## config.mk

```make
export PLATFORM = sky130hd
export DESIGN_NAME = key_entry_decoder_flat
export DESIGN_NICKNAME = d
export VERILOG_FILES = /design/src/rtl/key_entry_decoder_pkg.sv /design/src/rtl/key_entry_decoder_if.sv /design/src/rtl/key_entry_decoder_key_edge_detect.sv /design/src/rtl/key_entry_decoder.sv /design/src/flat_wrapper.sv
export SDC_FILE = /design/constraint.sdc
export NUM_CORES = 1
export LEC_CHECK = 0
export ABC_AREA = 1
export CORE_MARGIN = 2
export CORE_UTILIZATION = 40
export CTS_CLUSTER_DIAMETER = 30
export DETAILED_ROUTE_END_ITERATION = 8
export PLACE_DENSITY_LB_ADDON = 0.15
export SYNTH_ARGS = -nofsm -noshare
export SYNTH_HDL_FRONTEND = slang
export SYNTH_SLANG_ARGS = --single-unit
```

## constraint.sdc

```tcl
create_clock -name clk -period 7.63 [get_ports clk]
set_input_delay 1.526 -clock clk [delete_from_list [all_inputs] [get_ports clk]]
set_output_delay 1.526 -clock clk [all_outputs]
set_load 0.03 [all_outputs]
```

## src/rtl/key_entry_decoder_pkg.sv

```systemverilog
// Shared types and key codes for the keypad entry path.
// Key codes 12-14 belong to the mode logic.
package key_entry_decoder_pkg;

  typedef logic [3:0] bcd_t;

  typedef enum logic [1:0] {
    ENTRY,
    CONVERT,
    DONE
  } state_t;

  localparam bcd_t KC_DIGIT_MAX = 4'd9;
  localparam bcd_t KC_CLEAR     = 4'd10;
  localparam bcd_t KC_BACK      = 4'd11;
  localparam bcd_t KC_MODE_A    = 4'd12;
  localparam bcd_t KC_MODE_B    = 4'd13;
  localparam bcd_t KC_MODE_C    = 4'd14;
  localparam bcd_t KC_ENTER     = 4'd15;

  function automatic logic is_digit(bcd_t c);
    return c <= KC_DIGIT_MAX;
  endfunction

  function automatic logic is_mode(bcd_t c);
    return (c == KC_MODE_A) ||
           (c == KC_MODE_B) ||
           (c == KC_MODE_C);
  endfunction

endpackage

```

## src/rtl/key_entry_decoder_if.sv

```systemverilog
// Keypad-in / operand-out bundle for the entry decoder.
// master drives keys and watches the operand; slave is the decoder.
interface key_entry_decoder_if #(
  parameter int MAX_DIGITS = 4,
  parameter int VALUE_W    = 32
);
  logic [3:0]              key_code;
  logic                    key_pressed;
  logic [4*MAX_DIGITS-1:0] bcd_digits;
  logic [3:0]              digit_count;
  logic                    full;
  logic                    busy;
  logic [VALUE_W-1:0]      value;
  logic                    value_valid;

  modport master (
    output key_code, key_pressed,
    input  bcd_digits, digit_count, full,
    input  busy, value, value_valid
  );

  modport slave (
    input  key_code, key_pressed,
    output bcd_digits, digit_count, full,
    output busy, value, value_valid
  );
endinterface

```

## src/rtl/key_entry_decoder_key_edge_detect.sv

```systemverilog
// Turns a held key level into a single press event.
// The code is passed through so it lines up with the event.
module key_edge_detect
  import key_entry_decoder_pkg::*;
(
  input  logic clk,
  input  logic rst,
  input  bcd_t key_code,
  input  logic key_pressed,
  output logic press,
  output bcd_t code
);

  logic prev_pressed;

  always_ff @(posedge clk) begin
    if (rst) prev_pressed <= 1'b0;
    else     prev_pressed <= key_pressed;
  end

  assign press = key_pressed & ~prev_pressed;
  assign code  = key_code;

endmodule

```

## src/rtl/key_entry_decoder.sv

```systemverilog
// Collects typed decimal digits in BCD and converts them
// to binary, one digit per cycle, on ENTER.
module key_entry_decoder
  import key_entry_decoder_pkg::*;
#(
  parameter int   MAX_DIGITS = 4,
  parameter int   VALUE_W    = 32,
  parameter bcd_t KEY_CLEAR  = KC_CLEAR,
  parameter bcd_t KEY_BACK   = KC_BACK,
  parameter bcd_t KEY_ENTER  = KC_ENTER
) (
  input logic clk,
  input logic rst,
  key_entry_decoder_if.slave bus
);

  localparam int         DW      = 4 * MAX_DIGITS;
  localparam logic [3:0] MAX_CNT = 4'(MAX_DIGITS);

  state_t               state;
  state_t               state_nx;
  logic [DW-1:0]        digits;
  logic [3:0]           count;
  logic [3:0]           index;
  logic [VALUE_W-1:0]   acc;
  logic [VALUE_W-1:0]   acc_nx;
  logic [VALUE_W-1:0]   value;
  logic                 value_valid;
  logic                 press;
  bcd_t                 code;
  bcd_t                 cur_digit;
  logic                 key_ev;
  logic                 enter_ev;

  key_edge_detect u_edge (
    .clk         (clk),
    .rst         (rst),
    .key_code    (bus.key_code),
    .key_pressed (bus.key_pressed),
    .press       (press),
    .code        (code)
  );

  // Keys only act while entering; anything else is dropped.
  assign key_ev    = press && (state == ENTRY);
  assign enter_ev  = key_ev && (code == KEY_ENTER);
  assign cur_digit = bcd_t'(digits >> {index, 2'b00});
  assign acc_nx    = (acc << 3) + (acc << 1)
                   + VALUE_W'(cur_digit);

  always_ff @(posedge clk) begin
    if (rst) state <= ENTRY;
    else     state <= state_nx;
  end

  always_comb begin
    state_nx = state;
    unique case (state)
      ENTRY:   if (enter_ev) state_nx = CONVERT;
      CONVERT: if (index == 4'd0) state_nx = DONE;
      DONE:    state_nx = ENTRY;
      default: state_nx = ENTRY;
    endcase
  end

  always_comb begin
    bus.busy        = (state == CONVERT);
    bus.full        = (count == MAX_CNT);
    bus.bcd_digits  = digits;
    bus.digit_count = count;
    bus.value       = value;
    bus.value_valid = value_valid;
  end

  always_ff @(posedge clk) begin
    if (rst) begin
      digits      <= '0;
      count       <= '0;
      index       <= '0;
      acc         <= '0;
      value       <= '0;
      value_valid <= 1'b0;
    end else begin
      value_valid <= 1'b0;
      unique case (state)
        ENTRY: begin
          if (key_ev) begin
            unique case (1'b1)
              is_digit(code): begin
                if (count < MAX_CNT &&
                    !(code == 4'd0 && count == 4'd0)) begin
                  digits <= (digits << 4) | DW'(code);
                  count  <= count + 4'd1;
                end
              end
              code == KEY_BACK: begin
                if (count != 4'd0) begin
                  digits <= digits >> 4;
                  count  <= count - 4'd1;
                end
              end
              code == KEY_CLEAR: begin
                digits <= '0;
                count  <= '0;
              end
              code == KEY_ENTER: begin
                acc   <= '0;
                index <= (count == 4'd0) ? 4'd0
                                         : count - 4'd1;
              end
              is_mode(code): ;
              default: ;
            endcase
          end
        end
        CONVERT: begin
          acc   <= acc_nx;
          index <= index - 4'd1;
        end
        DONE: begin
          value       <= acc;
          value_valid <= 1'b1;
          digits      <= '0;
          count       <= '0;
        end
        default: ;
      endcase
    end
  end

endmodule

```

## src/flat_wrapper.sv

```systemverilog
// flat-port wrapper written by rule: the top's interface ports become plain ports
module key_entry_decoder_flat import key_entry_decoder_pkg::*;
#(
  parameter int   MAX_DIGITS = 4,
  parameter int   VALUE_W    = 32,
  parameter bcd_t KEY_CLEAR  = KC_CLEAR,
  parameter bcd_t KEY_BACK   = KC_BACK,
  parameter bcd_t KEY_ENTER  = KC_ENTER
)
  (clk, rst, bus_key_code, bus_key_pressed, bus_bcd_digits, bus_digit_count, bus_full, bus_busy, bus_value, bus_value_valid);
  key_entry_decoder_if #(.MAX_DIGITS(MAX_DIGITS), .VALUE_W(VALUE_W)) bus_i ();
  input logic clk;
  input logic rst;
  input wire logic [$bits(bus_i.key_code)-1:0] bus_key_code;
  input wire logic [$bits(bus_i.key_pressed)-1:0] bus_key_pressed;
  output wire logic [$bits(bus_i.bcd_digits)-1:0] bus_bcd_digits;
  output wire logic [$bits(bus_i.digit_count)-1:0] bus_digit_count;
  output wire logic [$bits(bus_i.full)-1:0] bus_full;
  output wire logic [$bits(bus_i.busy)-1:0] bus_busy;
  output wire logic [$bits(bus_i.value)-1:0] bus_value;
  output wire logic [$bits(bus_i.value_valid)-1:0] bus_value_valid;
  assign bus_i.key_code = bus_key_code;
  assign bus_i.key_pressed = bus_key_pressed;
  assign bus_bcd_digits = bus_i.bcd_digits;
  assign bus_digit_count = bus_i.digit_count;
  assign bus_full = bus_i.full;
  assign bus_busy = bus_i.busy;
  assign bus_value = bus_i.value;
  assign bus_value_valid = bus_i.value_valid;
  key_entry_decoder #(.MAX_DIGITS(MAX_DIGITS), .VALUE_W(VALUE_W), .KEY_CLEAR(KEY_CLEAR), .KEY_BACK(KEY_BACK), .KEY_ENTER(KEY_ENTER)) u_core (.clk(clk), .rst(rst), .bus(bus_i));
endmodule
```

== After elaboration in Yosys (flattened, before gate mapping) ==
Cells that the tools add are included.

* Bits in registers: 92
* Bits of input ports: 7

* Add/sub/neg operators: 5
* Order comparisons: 2
* Equal/unequal tests: 13
* Shifts and indexed selects: 1
* Muxes and demuxes: 21
* Bitwise logic cells: 3
* Reduce and logical (&&, ||, !) cells: 15

{| class="wikitable"
|+ Operator list
! kind !! count
|-
| 32-bit two-way mux || 2
|-
| 32-bit one-hot mux with 2 select lines || 1
|-
| 16-bit two-way mux || 3
|-
| 16-bit one-hot mux with 3 select lines || 1
|-
| 32-bit adder || 1
|-
| 32-bit by 4-bit adder with 32-bit output || 1
|-
| 16-bit one-hot mux with 2 select lines || 1
|-
| 4-bit two-way mux || 6
|-
| 16-bit by 4-bit OR with 16-bit output || 1
|-
| 4-bit one-hot mux with 2 select lines || 2
|-
| 16-bit by 6-bit >> shifter with 4-bit output || 1
|-
| 4-bit equality test (second input constant) || 3
|-
| 4-bit zero test || 3
|-
| 4-bit one-hot mux with 3 select lines || 1
|-
| 4-bit by 1-bit subtractor with 4-bit output (second input constant) || 2
|-
| 2-bit by 1-bit != test with 1-bit output (second input constant) || 3
|-
| 3-bit != test (second input constant) || 2
|-
| 5-bit AND reduction || 1
|-
| 4-bit by 1-bit adder with 4-bit output (second input constant) || 1
|-
| 4-bit by 3-bit equality test with 1-bit output (second input constant) || 1
|-
| 4-bit less-or-equal comparator (second input constant) || 1
|-
| 1-bit logical AND || 4
|-
| 4-bit by 3-bit less-than comparator with 1-bit output (second input constant) || 1
|-
| 2-bit two-way mux || 2
|-
| other kinds (14) || 15
|}

== Depth between registers and ports, before layout ==
* Depth in word-level cells: 8
* Depth in mapped cells: 19
* Depth with buffers taken out: 19

== By module ==
Synthesis repeated with hierarchy kept, for this count alone.

* Cell total of the unflattened synthesis: 921
* Area total of the unflattened synthesis: 6,147.1 um^2

{| class="wikitable"
|+ By module, submodules not included
! module !! instances !! cells each !! area an instance (um^2) !! seq. area each (um^2)
|-
| key_entry_decoder || 1 || 913 || 6,085.8 || 1,821.7
|-
| key_edge_detect || 1 || 8 || 61.3 || 20.0
|}

== Worst setup path after synthesis ==
No wires, ideal clock.

* Path type: reg-to-output
* Start point: register u_core.count[0], in the netlist u_core.bus.digit_count[0]
* End point: output port bus_full
* Data arrival time: 1.494 ns
* Setup slack: 4.610 ns
* Stages on the path, launching flop included: 5
* Path buffers: 0
* Path through: dfxtp_1 > inv_1 > ha_1 > inv_1 > nor3_1

* Word-level cells in the longest chain between the ends: 1

{| class="wikitable"
|+ Ends and longest elaborated chain
! what !! line !! source
|-
| start: declaration || key_entry_decoder.sv:23 || <nowiki>logic [3:0] count;</nowiki>
|-
| start signal: assignment || key_entry_decoder.sv:93 || <nowiki>count <= count + 4'd1;</nowiki>
|-
| start signal: assignment || key_entry_decoder.sv:99 || <nowiki>count <= count - 4'd1;</nowiki>
|-
| 4-bit by 3-bit equality test with 1-bit output || key_entry_decoder.sv:68 || <nowiki>bus.full = (count == MAX_CNT);</nowiki>
|-
| end: declaration || flat_wrapper.sv:18 || <nowiki>output wire logic [$bits(bus_i.full)-1:0] bus_full;</nowiki>
|}

Every way passes these cells.

== Worst setup path in the final report ==
* Start point: register u_core.state[0]
* End point: output port bus_busy

* Word-level cells in the longest chain between the ends: 1

{| class="wikitable"
|+ Ends and longest elaborated chain
! what !! line !! source
|-
| start: declaration || key_entry_decoder.sv:20 || <nowiki>state_t state;</nowiki>
|-
| start signal: assignment || key_entry_decoder.sv:53 || <nowiki>else state <= state_nx;</nowiki>
|-
| 2-bit by 1-bit equality test with 1-bit output || key_entry_decoder.sv:67 || <nowiki>bus.busy = (state == CONVERT);</nowiki>
|-
| end: declaration || flat_wrapper.sv:19 || <nowiki>output wire logic [$bits(bus_i.busy)-1:0] bus_busy;</nowiki>
|}

Every way passes these cells.

==> results.md <==
- Post-Synth XOR/XNOR Area: 0.00707
- Worst Tran Pin Value: a little under 1000 ps
- Top post-synthesis cells by area: dfxtp_1, nand2_1, ha_1, a21oi_1, inv_1
- Post-synthesis register bit count: slightly above 90
- Final Hold Viols: 0
- Worst VDD drop: roughly 0.12 mV
- Die height: between 100 and 150 um
- Htree depth: 3
- # clock sinks: 92
- Yosys top cell area share: 0.297
- Hold/Removal Path Class: reg -> reg
- Fmax: around 270 MHz
- Total Neg Setup Slack: 0 ps
- WS Path Type: reg -> out
- Post-Synth Simple-Gate Area: 0.286
- CP max FO: 25
- CP Launch Type: flip-flop
- Layout cell share with drive strength beyond 1: 0.0763
- Fill cells: 1551
- Vias per cell: roughly 5
- Worst Setup Slack, final: ~3900 ps
- Final Cycle Share: 0.486
- Vias in the first global route: between 5000 and 6000
- Final GP Congestion: around 0.9
- Mux contribution to synthesized area: 0
- CTS buffer count: 9
- Dpl hpwl: 12.7 mm
- Die Wd: between 100 and 150 um
- Leakage: around 3.5 nW
- Multi-input gate area: about 0.0038 mm2
- Top Ports: slightly above 60
- Vias: approximately 6000
- Routed Wire Length: 16.8 mm
- Final core occ: 0.475
- Row cnt: 45
- Run status: complete, no violations
- CTS tree: done
- Compound-gate portion of the synthesized area: 0.183
- ANT nets after route: 0
- Pins Over Slew Limit: 0
- Core Region: 0.0151 mm2
- Unrepaired setup endpoints after global routing: no
- Largest net degree at the start of global routing: 45
- Power Dens Cells: roughly 140 mW/mm2
- Post-CTS setup buffer count: 0
- Die ar.: approximately 0.017 mm2
- Mean Syn Cell Area: 6.88 um2
- Worst reg-to-reg path cell count: 17
- Synth Area in Adders: 0.130
- Antenna Cells: 0
- Total grt overflow: 0
- Number of synthesized flops with an enable pin: 0
- Endpoints failing setup: 0
- Synth-to-Final Area Change: 16.2%
- Top-count cell post-synth: nand2_1
- Pre-CTS setup slack: just over 4000 ps
- Clock Tree Root: clkbuf_16
- Cell taking the most area after synthesis: dfxtp_1
- Max cap viols: 0
- Nets: about 1000
- Prevailing post-synth register cell: dfxtp_1
- Startpoint of the worst register-to-register path: u_core.index[0]
- YS warnings: 0
- Post-synth top cells: nand2_1, inv_1, dfxtp_1
- Critical Path RT: approximately 6100 ps
- Bufs on Longest Clock Path: 2
- Sequential Area: around 0.0018 mm2
- CTS hold repair buffers: 0
- Cell count after synthesis: 901
- Iter 0 DRT Violations: approximately 400
- Average wire per standard cell: between 10 and 15 um
- CTS resizes: 0
- Main combinational cell family by area after synthesis: simple AND/OR/NAND/NOR gates
- Post-synthesis async set-or-reset flop share: 0
- Seq/Total Area, Yosys: 0.297
- Worst-Skew Late Latency: 360 ps
- Pre-antenna DRT Iters: 5
- Clock Pin Slew Worst Setup and Hold Paths: 60 ps
- DRC viols: 0
- Critical path endpoint: bus_busy
- Post-synth net total: about 970
- Critical Path AT: roughly 2200 ps
- Mapped Area: 0.00620 mm2
- Unique masters post-synth: 40
- Post-route minimum period: 3710 ps
- Final setup skew: 9.92 ps
- Port Buffer Count: 61
- Global-route wire length before repair: around 28 mm
- Crit path launch: u_core.state[0]
- Starting density of the core: 0.409
- Initial antenna violation count: 0
- R2r endpoint: u_core.acc[16]
- Worst rel slew slack: 0.351
- Reg2Reg Setup Slack: ~4300 ps
- CP endpoint kind: output port
- All-Layer GR Usage: 0.212
- Final Power: 1.03 mW
[sequential cells by signal, indices dropped and copies added (netlist names)]
signal,cells
u_core.bus.value_valid,1
u_core.index,4
u_core.state,2
u_core.bus.value,32
u_core.bus.digit_count,4
u_core.acc,32
u_core.bus.bcd_digits,16
u_core.u_edge.prev_pressed,1
[layer usage]
layer	routed length, um	share of wire	track usage
met5	0	0	0
met4	366	0.022	0.0789
met3	684	0.041	0.0370
met2	7540	0.45	0.338
met1	8220	0.49	0.287
[worst max-delay path, stage by stage, from the launching register on]
cell             delay [ps]
dfxtp_1                 390
inv_2                    80
nor2_4                  560
clkdlybuf4s50_1         800
[placed cells by master, fill, tap and decap left out, drive strengths merged, types with 9 or more instances in the layout]
| cell | synthesis | final |
|---|---|---|
| a22o | 27 | 27 |
| a21oi | 90 | 90 |
| nand3 | 50 | 50 |
| dfxtp | 92 | 92 |
| ha | 61 | 61 |
| inv | 125 | 125 |
| clkdlybuf4s50 | 0 | 60 |
| nor2 | 66 | 66 |
| a22oi | 10 | 10 |
| clkbuf | 6 | 11 |
| o21ai | 51 | 51 |
| nor3 | 9 | 9 |
| nand2 | 261 | 261 |
[worst min-delay path by stage]
stage / from / to / slack, ps / cells past startpoint
after global placement: u_core.bus.value[0] / u_core.bus.value[0] / 440 / 2
after global routing: u_core.bus.value[0] / u_core.bus.value[0] / 480 / 2
after CTS: u_core.bus.value[0] / u_core.bus.value[0] / 460 / 2
after detailed placement: u_core.bus.value[0] / u_core.bus.value[0] / 450 / 2
final: u_core.bus.value[3] / u_core.bus.value[3] / 460 / 2
after floorplan: u_core.acc[31] / u_core.bus.value[31] / 440 / 1
[cell type report]
class | count | area share
inverter | 126 | 0.0657
clock buffer | 11 | 0.0337
clock inverter | 5 | 0.00382
timing repair buffer | 63 | 0.0862
tap | 188 | 0.0327
multi-input combinational | 660 | 0.522
sequential | 92 | 0.256
[kinds of logic (layout without fill, tap and decap cells)]
group,count (synthesis),in the layout
AND/OR/NAND/NOR,400,400
buffers and inverters,149,205
AO/OA/AOI/OAI,192,192
XOR/XNOR,5,5
flip-flops,92,92
adder cells (fa/ha/maj),63,63
[report_power, final]
group | internal [mW] | leakage, nW | switching (mW)
clock network | 0.227 | 0.135 | 0.189
logic | 0.0380 | 2.64 | 0.0704
registers | 0.490 | 0.744 | 0.0152
[stage by stage]
stage                     instances  area (um2)  hold slack [ps]
final                          1145        7200              457
after detailed placement       1129        6930              446
after CTS                      1145        7200              463
after floorplan                 901        6200              443
after global routing           1145        7200              476
after global placement         1129        6930              439
No activity file was read; power rests on OpenSTA's default activity.
